## config.mk

```make
export PLATFORM = sky130hd
export DESIGN_NAME = oam_dma_arbiter_flat
export DESIGN_NICKNAME = d
export VERILOG_FILES = /design/src/rtl/oam_dma_arbiter_if.sv /design/src/rtl/oam_dma_arbiter.sv /design/src/flat_wrapper.sv
export SDC_FILE = /design/constraint.sdc
export NUM_CORES = 1
export LEC_CHECK = 0
export CAP_MARGIN = 10
export CELL_PAD_IN_SITES_DETAIL_PLACEMENT = 0
export CELL_PAD_IN_SITES_GLOBAL_PLACEMENT = 2
export CORE_UTILIZATION = 18
export DETAILED_ROUTE_END_ITERATION = 8
export GPL_TIMING_DRIVEN = 0
export PLACE_DENSITY = 0.9
export SYNTH_ARGS = -nofsm -noshare
export SYNTH_HDL_FRONTEND = slang
export SYNTH_SLANG_ARGS = --single-unit
```

## constraint.sdc

```tcl
create_clock -name clk -period 5.2 [get_ports clk]
set_input_delay 1.04 -clock clk [delete_from_list [all_inputs] [get_ports clk]]
set_output_delay 1.04 -clock clk [all_outputs]
set_load 0.05 [all_outputs]
```

## src/rtl/oam_dma_arbiter_if.sv

```systemverilog
// rtl/oam_dma_arbiter_if.sv - CPU port, main bus, high bus and OAM write signals of the OAM DMA arbiter
interface oam_dma_arbiter_if;
  logic [15:0] cpu_mem_addr;
  logic        cpu_mem_enable;
  logic        cpu_mem_write;
  logic [7:0]  cpu_mem_data_out;
  logic [7:0]  cpu_mem_data_in;
  logic [15:0] bus_addr;
  logic        bus_enable;
  logic        bus_write;
  logic [7:0]  bus_data_out;
  logic [7:0]  bus_data_in;
  logic [7:0]  hi_addr;
  logic        hi_enable;
  logic        hi_write;
  logic [7:0]  hi_data_out;
  logic [7:0]  hi_data_in;
  logic [7:0]  oam_addr;
  logic [7:0]  oam_data;
  logic        oam_write;
  logic        dma_active;

  modport slave (
    input  cpu_mem_addr, cpu_mem_enable, cpu_mem_write, cpu_mem_data_out,
    output cpu_mem_data_in,
    output bus_addr, bus_enable, bus_write, bus_data_out,
    input  bus_data_in,
    output hi_addr, hi_enable, hi_write, hi_data_out,
    input  hi_data_in,
    output oam_addr, oam_data, oam_write, dma_active
  );

  modport master (
    output cpu_mem_addr, cpu_mem_enable, cpu_mem_write, cpu_mem_data_out,
    input  cpu_mem_data_in,
    input  bus_addr, bus_enable, bus_write, bus_data_out,
    output bus_data_in,
    input  hi_addr, hi_enable, hi_write, hi_data_out,
    output hi_data_in,
    input  oam_addr, oam_data, oam_write, dma_active
  );
endinterface

```

## src/rtl/oam_dma_arbiter.sv

```systemverilog
// rtl/oam_dma_arbiter.sv - Game Boy OAM DMA sequencer and CPU/DMA bus arbiter
// Optional macro OAM_DMA_ECHO_MIRROR_EN folds sources E0-FF onto C0-DF.
module oam_dma_arbiter #(
  parameter int          OAM_LEN      = 160,
  parameter logic [15:0] DMA_REG_ADDR = 16'hFF46
) (
  input logic           clk,
  input logic           reset,
  oam_dma_arbiter_if.slave ifc
);

  typedef enum logic [1:0] {IDLE, START, ACTIVE} state_t;

  state_t      state, state_next;
  logic [1:0]  t_cycle;
  logic [7:0]  idx, idx_next;
  logic [7:0]  src, src_eff;
  logic        t3, is_dma_reg, is_main, is_hi, dma_reg_wr, last_byte;

  assign t3         = (t_cycle == 2'd3);
  assign is_dma_reg = (ifc.cpu_mem_addr == DMA_REG_ADDR);
  assign is_main    = (ifc.cpu_mem_addr < 16'hFF00);
  assign is_hi      = !is_main && !is_dma_reg;
  assign dma_reg_wr = ifc.cpu_mem_enable && ifc.cpu_mem_write && is_dma_reg && t3;
  assign last_byte  = (idx == 8'(OAM_LEN - 1));

`ifdef OAM_DMA_ECHO_MIRROR_EN
  assign src_eff = (src >= 8'hE0) ? (src - 8'h20) : src;
`else
  assign src_eff = src;
`endif

  // t_cycle shares its reset with the CPU, so phase 3 is always the CPU's T3
  always_ff @(posedge clk) begin
    if (reset) begin
      state   <= IDLE;
      t_cycle <= 2'd0;
      idx     <= 8'd0;
      src     <= 8'h00;
    end else begin
      state   <= state_next;
      t_cycle <= t_cycle + 2'd1;
      idx     <= idx_next;
      if (dma_reg_wr)
        src <= ifc.cpu_mem_data_out;
    end
  end

  always_comb begin
    state_next = state;
    idx_next   = idx;
    if (t3) begin
      case (state)
        IDLE: begin
          if (dma_reg_wr) begin
            state_next = START;
            idx_next   = 8'd0;
          end
        end
        START: begin
          state_next = dma_reg_wr ? START : ACTIVE;
          idx_next   = 8'd0;
        end
        ACTIVE: begin
          if (dma_reg_wr) begin
            state_next = START;
            idx_next   = 8'd0;
          end else if (last_byte) begin
            state_next = IDLE;
            idx_next   = 8'd0;
          end else begin
            idx_next = idx + 8'd1;
          end
        end
        default: begin
          state_next = IDLE;
          idx_next   = 8'd0;
        end
      endcase
    end
  end

  // During ACTIVE the main bus belongs to the DMA; the CPU keeps the high bus and FF46
  always_comb begin
    ifc.dma_active   = (state != IDLE);
    ifc.oam_write    = (state == ACTIVE) && t3;
    ifc.oam_addr     = idx;
    ifc.oam_data     = ifc.bus_data_in;
    ifc.hi_addr      = ifc.cpu_mem_addr[7:0];
    ifc.hi_enable    = ifc.cpu_mem_enable && is_hi;
    ifc.hi_write     = ifc.cpu_mem_enable && ifc.cpu_mem_write && is_hi;
    ifc.hi_data_out  = ifc.cpu_mem_data_out;
    ifc.bus_data_out = ifc.cpu_mem_data_out;
    if (state == ACTIVE) begin
      ifc.bus_addr   = {src_eff, idx};
      ifc.bus_enable = 1'b1;
      ifc.bus_write  = 1'b0;
    end else begin
      ifc.bus_addr   = ifc.cpu_mem_addr;
      ifc.bus_enable = ifc.cpu_mem_enable && is_main;
      ifc.bus_write  = ifc.cpu_mem_enable && ifc.cpu_mem_write && is_main;
    end
    if (is_dma_reg)
      ifc.cpu_mem_data_in = src;
    else if (is_hi)
      ifc.cpu_mem_data_in = ifc.hi_data_in;
    else if (state == ACTIVE)
      ifc.cpu_mem_data_in = 8'hFF;
    else
      ifc.cpu_mem_data_in = ifc.bus_data_in;
  end

endmodule

```

## src/flat_wrapper.sv

```systemverilog
// flat-port wrapper written by rule: the top's interface ports become plain ports
module oam_dma_arbiter_flat 
#(
  parameter int          OAM_LEN      = 160,
  parameter logic [15:0] DMA_REG_ADDR = 16'hFF46
)
  (clk, reset, ifc_cpu_mem_addr, ifc_cpu_mem_enable, ifc_cpu_mem_write, ifc_cpu_mem_data_out, ifc_cpu_mem_data_in, ifc_bus_addr, ifc_bus_enable, ifc_bus_write, ifc_bus_data_out, ifc_bus_data_in, ifc_hi_addr, ifc_hi_enable, ifc_hi_write, ifc_hi_data_out, ifc_hi_data_in, ifc_oam_addr, ifc_oam_data, ifc_oam_write, ifc_dma_active);
  oam_dma_arbiter_if ifc_i ();
  input logic clk;
  input logic reset;
  input wire logic [$bits(ifc_i.cpu_mem_addr)-1:0] ifc_cpu_mem_addr;
  input wire logic [$bits(ifc_i.cpu_mem_enable)-1:0] ifc_cpu_mem_enable;
  input wire logic [$bits(ifc_i.cpu_mem_write)-1:0] ifc_cpu_mem_write;
  input wire logic [$bits(ifc_i.cpu_mem_data_out)-1:0] ifc_cpu_mem_data_out;
  output wire logic [$bits(ifc_i.cpu_mem_data_in)-1:0] ifc_cpu_mem_data_in;
  output wire logic [$bits(ifc_i.bus_addr)-1:0] ifc_bus_addr;
  output wire logic [$bits(ifc_i.bus_enable)-1:0] ifc_bus_enable;
  output wire logic [$bits(ifc_i.bus_write)-1:0] ifc_bus_write;
  output wire logic [$bits(ifc_i.bus_data_out)-1:0] ifc_bus_data_out;
  input wire logic [$bits(ifc_i.bus_data_in)-1:0] ifc_bus_data_in;
  output wire logic [$bits(ifc_i.hi_addr)-1:0] ifc_hi_addr;
  output wire logic [$bits(ifc_i.hi_enable)-1:0] ifc_hi_enable;
  output wire logic [$bits(ifc_i.hi_write)-1:0] ifc_hi_write;
  output wire logic [$bits(ifc_i.hi_data_out)-1:0] ifc_hi_data_out;
  input wire logic [$bits(ifc_i.hi_data_in)-1:0] ifc_hi_data_in;
  output wire logic [$bits(ifc_i.oam_addr)-1:0] ifc_oam_addr;
  output wire logic [$bits(ifc_i.oam_data)-1:0] ifc_oam_data;
  output wire logic [$bits(ifc_i.oam_write)-1:0] ifc_oam_write;
  output wire logic [$bits(ifc_i.dma_active)-1:0] ifc_dma_active;
  assign ifc_i.cpu_mem_addr = ifc_cpu_mem_addr;
  assign ifc_i.cpu_mem_enable = ifc_cpu_mem_enable;
  assign ifc_i.cpu_mem_write = ifc_cpu_mem_write;
  assign ifc_i.cpu_mem_data_out = ifc_cpu_mem_data_out;
  assign ifc_cpu_mem_data_in = ifc_i.cpu_mem_data_in;
  assign ifc_bus_addr = ifc_i.bus_addr;
  assign ifc_bus_enable = ifc_i.bus_enable;
  assign ifc_bus_write = ifc_i.bus_write;
  assign ifc_bus_data_out = ifc_i.bus_data_out;
  assign ifc_i.bus_data_in = ifc_bus_data_in;
  assign ifc_hi_addr = ifc_i.hi_addr;
  assign ifc_hi_enable = ifc_i.hi_enable;
  assign ifc_hi_write = ifc_i.hi_write;
  assign ifc_hi_data_out = ifc_i.hi_data_out;
  assign ifc_i.hi_data_in = ifc_hi_data_in;
  assign ifc_oam_addr = ifc_i.oam_addr;
  assign ifc_oam_data = ifc_i.oam_data;
  assign ifc_oam_write = ifc_i.oam_write;
  assign ifc_dma_active = ifc_i.dma_active;
  oam_dma_arbiter #(.OAM_LEN(OAM_LEN), .DMA_REG_ADDR(DMA_REG_ADDR)) u_core (.clk(clk), .reset(reset), .ifc(ifc_i));
endmodule
```

## Word-level counts from Yosys, hierarchy flattened

Cells that the tools add are included.

| storage, ports and cells | value |
|---|---|
| output and inout port bits | 70 |
| register bits after elaboration | 20 |
| input bits | 44 |
| word-level logic and storage cells | 44 |

| operators by class | value |
|---|---|
| add/sub/neg operators | 2 |
| equal/unequal tests | 7 |
| reduce and logical (&&, ||, !) cells | 15 |
| order comparisons | 1 |
| mux-type cells | 15 |

Operators with widths:

| cell | count |
|---|---|
| 8-bit two-way mux | 6 |
| 16-bit equality test (second input constant) | 1 |
| 16-bit < comparator (second input constant) | 1 |
| 16-bit two-way mux | 1 |
| 8-bit one-hot mux with 2 select lines | 1 |
| 1-bit logical AND | 9 |
| 8-bit by 1-bit adder with 8-bit output (second input constant) | 1 |
| 8-bit equality test (second input constant) | 1 |
| 2-bit two-way mux | 4 |
| 2-bit one-hot mux with 3 select lines | 1 |
| 2-bit equality test (second input constant) | 2 |
| 3-bit by 1-bit != test with 1-bit output (second input constant) | 1 |
| 3-bit AND reduction | 1 |
| 2-bit by 1-bit adder with 2-bit output (second input constant) | 1 |
| 2-bit by 1-bit equality test with 1-bit output (second input constant) | 1 |
| 1-bit zero test | 2 |
| 2-bit zero test | 1 |
| 1-bit two-way mux | 2 |
| 2-bit by 1-bit != test with 1-bit output (second input constant) | 1 |
| 2-bit AND reduction | 1 |
| 2-bit nonzero test | 1 |

## Longest topological paths before layout

| logic depth | value |
|---|---|
| depth after elaboration | 5 |
| mapped depth | 8 |
| gate-level depth less buffers | 5 |

## Worst setup path after synthesis

No wires, ideal clock.

| timing | value |
|---|---|
| path type | in2out |
| from | input port ifc_cpu_mem_addr[3] |
| to | output port ifc_cpu_mem_data_in[0] |
| slack | 1.520 ns |
| buffers on the path | 0 |
| stages | 4 |
| arrival | 2.640 ns |
| required time | 4.160 ns |
| cells stage by stage | nor4b_1 nand2_2 mux2i_1 a21oi_1 |

| on the way | value |
|---|---|
| longest elaborated chain between the ends | 5 |
| elaborated cells on any way between the ends | 7 |
| classes of those cells | order compare (1); eq/ne (1); mux (2); reduce/logical (3) |

RTL lines:

| element | line | RTL |
|---|---|---|
| start: declaration | flat_wrapper.sv:11 | `input wire logic [$bits(ifc_i.cpu_mem_addr)-1:0] ifc_cpu_mem_addr;` |
| 16-bit < comparator or 16-bit equality test (tied branches) | oam_dma_arbiter.sv:22, oam_dma_arbiter.sv:21 |  |
| 1-bit zero test | oam_dma_arbiter.sv:23 | `assign is_hi = !is_main && !is_dma_reg;` |
| 1-bit logical AND | oam_dma_arbiter.sv:23 |  |
| 8-bit two-way mux | oam_dma_arbiter.sv:105 | `else if (is_hi)` |
| 8-bit two-way mux * | oam_dma_arbiter.sv:103 | `if (is_dma_reg)` |
| end: declaration | flat_wrapper.sv:15 | `output wire logic [$bits(ifc_i.cpu_mem_data_in)-1:0] ifc_cpu_mem_data_in;` |

Every way passes the cells marked *; elsewhere a longest branch is shown, timed or not.

## Final worst setup path

| timing | value |
|---|---|
| from | input port ifc_cpu_mem_addr[14] |
| to | output port ifc_hi_write |

| on the way | value |
|---|---|
| longest elaborated chain between the ends | 4 |
| elaborated cells on any way between the ends | 6 |
| classes of those cells | order compare (1); eq/ne (1); reduce/logical (4) |

RTL lines:

| element | line | RTL |
|---|---|---|
| 16-bit < comparator or 16-bit equality test (tied branches) | oam_dma_arbiter.sv:22, oam_dma_arbiter.sv:21 |  |
| 1-bit zero test | oam_dma_arbiter.sv:23 |  |
| 1-bit logical AND * | oam_dma_arbiter.sv:23 |  |
| 1-bit logical AND * | oam_dma_arbiter.sv:91 | `ifc.hi_write = ifc.cpu_mem_enable && ifc.cpu_mem_write && is_hi;` |
| end: declaration | flat_wrapper.sv:23 | `output wire logic [$bits(ifc_i.hi_write)-1:0] ifc_hi_write;` |

Marked as above.

==> flow_summary_export.csv <==
group,metric,value,unit
routing,route.vias.total,1967,
synth,yosys-top-cells-count,"56 x nand2_1, 33 x buf_4, 24 x a21oi_1",
synth,synth_top_area_cell,"dfxtp_1",
sta,fin_worst_skew,0.00173,ns
cells_and_area,area_delta_synth_final,81.9,%
cts,cts_setup_buffers,0,
sta,setup-violations-final,0,
power,peakVddDrop,72.4,uV
routing,wl_per_cell,13.6,um
routing,drt_iter0_markers,90,
critical_path,cp_data_arrival_time,3.86,ns
routing,drc_errors,0,
sta,slew_headroom,51.5,%
min_path,hold_path.class,"flop to flop",
synth,synth-compound-area-share,15.5,%
placed_design,dp_cells,450,
cells_and_area,drive_gt1_share,13.6,%
grt,grt_pass1_vias,1923,
cts,cts_resized,0,
synth,synthSimpleGateAreaFrac,31.6,%
cts,clock_path_buffers,2,
synth,yosys-top-cells-area,"dfxtp_1 25%, buf_4 15%, nand2_1 13%, a21oi_1 7.4%, mux2i_1 5.0%",
sta,tightestPinTransition,0.726,ns
synth,synth_flop_cell,"dfxtp_1",
die,io_pins,114,
sta,drv_slew,0,
routing,wirelength,6190,um
synth,yosysTopAreaCellShare,24.8,%
synth,ys_warn_count,0,
sta,setup_tns,0,ns
placed_design,gp_congestion,0.763,
critical_path,cp-end-kind,"primary output",
die,start_util,18.6,%
routing,ant_nets,0,
sta,max_freq,204,MHz
power,power_density,166,mW/mm^2
synth,avgSynthCellArea,7.04,um^2
cts,cts_htree_levels,1,
critical_path,required,4.16,ns
grt,gr-total-overflow,0,
placed_design,io_buffers,113,
grt,grt_use_total,13.0,%
synth,synthCells,229,
die,die_area,0.00934,mm^2
critical_path,crit_path_start_kind,"input pin",
power,leakagePower,0.00121,uW
sta,rsz0062_at_grt,"no",
synth,synthXorXnorAreaFrac,2.17,%
synth,synthMuxAreaShare,4.97,%
flow_run,maxCapViolCount,0,
die,coreArea,0.00868,mm^2
critical_path,critPathKind,"input pin to primary output",
cts,clk_pin_slew,0.08,ns
cts,cts_root_buffer,"clkbuf_8",
cells_and_area,diodes,0,
cts,clk_latency,0.26,ns
cells_and_area,nets,393,
grt,grt_pass1_wl,10100,um
synth,synth_area,0.00161,mm^2
synth,synth_nets,275,
synth,synth_top_family_by_area,"simple AND/OR/NAND/NOR gates",
synth,synthArstFlopShare,0,%
cells_and_area,stdcell_count,454,
grt,grt_max_degree,12,
grt,antenna_found_initial,0,
synth,synth_edf_count,0,
cts,cts_tree,"yes",
cts,clock-sinks,20,
sta,hold_violations,0,
die,die_h,96.7,um
cells_and_area,register_area,400,um^2
routing,first_pass_iters,4,
placed_design,dp_hpwl,5040,um
sta,fin_crit,4.90,ns
synth,ys_types,37,
critical_path,path_max_fanout,10,
die,fp-row-count,34,
synth,synth.most_common_cell,"nand2_1",
sta,fin_crit_sh,94.1,%
synth,yosys.area_share.adder,1.55,%
cells_and_area,multi_input_area,900,um^2
synth,yosys_register_bits,20,
synth,ys_seq_area_share,24.8,%
cts,cts_buffers,3,
cells_and_area,nFillCells,927,
die,die_x,96.7,um
cts,cts_hold_buf,0,
routing,post_drt_via_cell_ratio,4.33,
status,outcome,"completed",
-- cells by family (layout without fill, tap and decap cells) --
kind of cell             Yosys count  count (layout)
AND/OR/NAND/NOR                  107             107
adder cells (fa/ha/maj)            2               2
XOR/XNOR                           4               4
AO/OA/AOI/OAI                     43              43
multiplexers                       8               8
flip-flops                        20              20
buffers and inverters             45             162
-- registers in the layout, summed over array words and instances, names as in the netlist --
register             cells
u_core.ifc.oam_addr      8
u_core.state             2
u_core.src               8
u_core.t_cycle           2
-- power by group --
| group | internal (uW) | switching [uW] |
|---|---|---|
| combinational | 90.9 | 122 |
| sequential | 154 | 0.539 |
| clock | 67.4 | 53.4 |
-- worst paths after layout --
| path | depth (start not counted) | from | slack (ns) | to |
|---|---|---|---|---|
| min | 1 | u_core.t_cycle[0] | 0.42 | u_core.t_cycle[0] |
| max | 7 | ifc_cpu_mem_addr[14] | 0.30 | ifc_hi_write |
| max reg2reg | 8 | u_core.t_cycle[0] | 3.29 | u_core.ifc.oam_addr[5] |
| min reg2reg | 1 | u_core.t_cycle[0] | 0.42 | u_core.t_cycle[0] |
-- area by class of cell --
class                      count  share of cell area (%)
buffer                        45                    10.7
clock buffer                   4                    1.88
multi-input combinational    164                    30.7
sequential                    20                    13.6
tap                          108                    4.61
timing repair buffer         113                    38.5
-- worst max-delay path: stages --
cell             delay (ns)
clkdlybuf4s50_1        0.50
nand4_1                0.18
nor2_1                 0.61
clkbuf_1               0.48
nand2_1                0.09
nor2_1                 0.12
clkdlybuf4s50_1        0.83
-- layer usage --
layer | vias up | wire length, um | global-route usage, %
li1 | 993 | - | -
met1 | 908 | 2990 | 18.4
met2 | 62 | 2860 | 21.0
met3 | 4 | 289 | 1.73
met4 | 0 | 47 | 2.76
met5 | - | 0 | 0
-- stage by stage --
stage	area [um^2]	utilization [%]	setup WS (ns)	hold slack, ns	power (uW)
floorplan	1610	-	1.52	0.399	283
global placement	2880	33.2	0.289	0.408	371
detailed placement	2880	33.2	0.274	0.414	372
CTS	2930	33.8	0.275	0.426	494
global route	2930	33.8	0.0747	0.458	505
finish	2930	33.8	0.304	0.424	488
-- cell usage in the layout, fill, tap and decap left out, types with 3 or more instances in the layout --
cell type | netlist | final
dfxtp_1 | 20 | 20
clkbuf_1 | 5 | 5
o21ai_0 | 10 | 10
mux2i_1 | 8 | 8
nand4_1 | 4 | 4
nand2_1 | 56 | 56
a211oi_1 | 3 | 3
nor3_1 | 13 | 13
nand3_1 | 12 | 12
clkbuf_8 | 0 | 4
nand2b_1 | 3 | 3
buf_4 | 33 | 33
nor2_1 | 3 | 3
a21oi_1 | 24 | 24
nor2b_1 | 3 | 3
buf_2 | 4 | 4
clkdlybuf4s50_1 | 0 | 113
No activity file was read; power rests on OpenSTA's default activity.
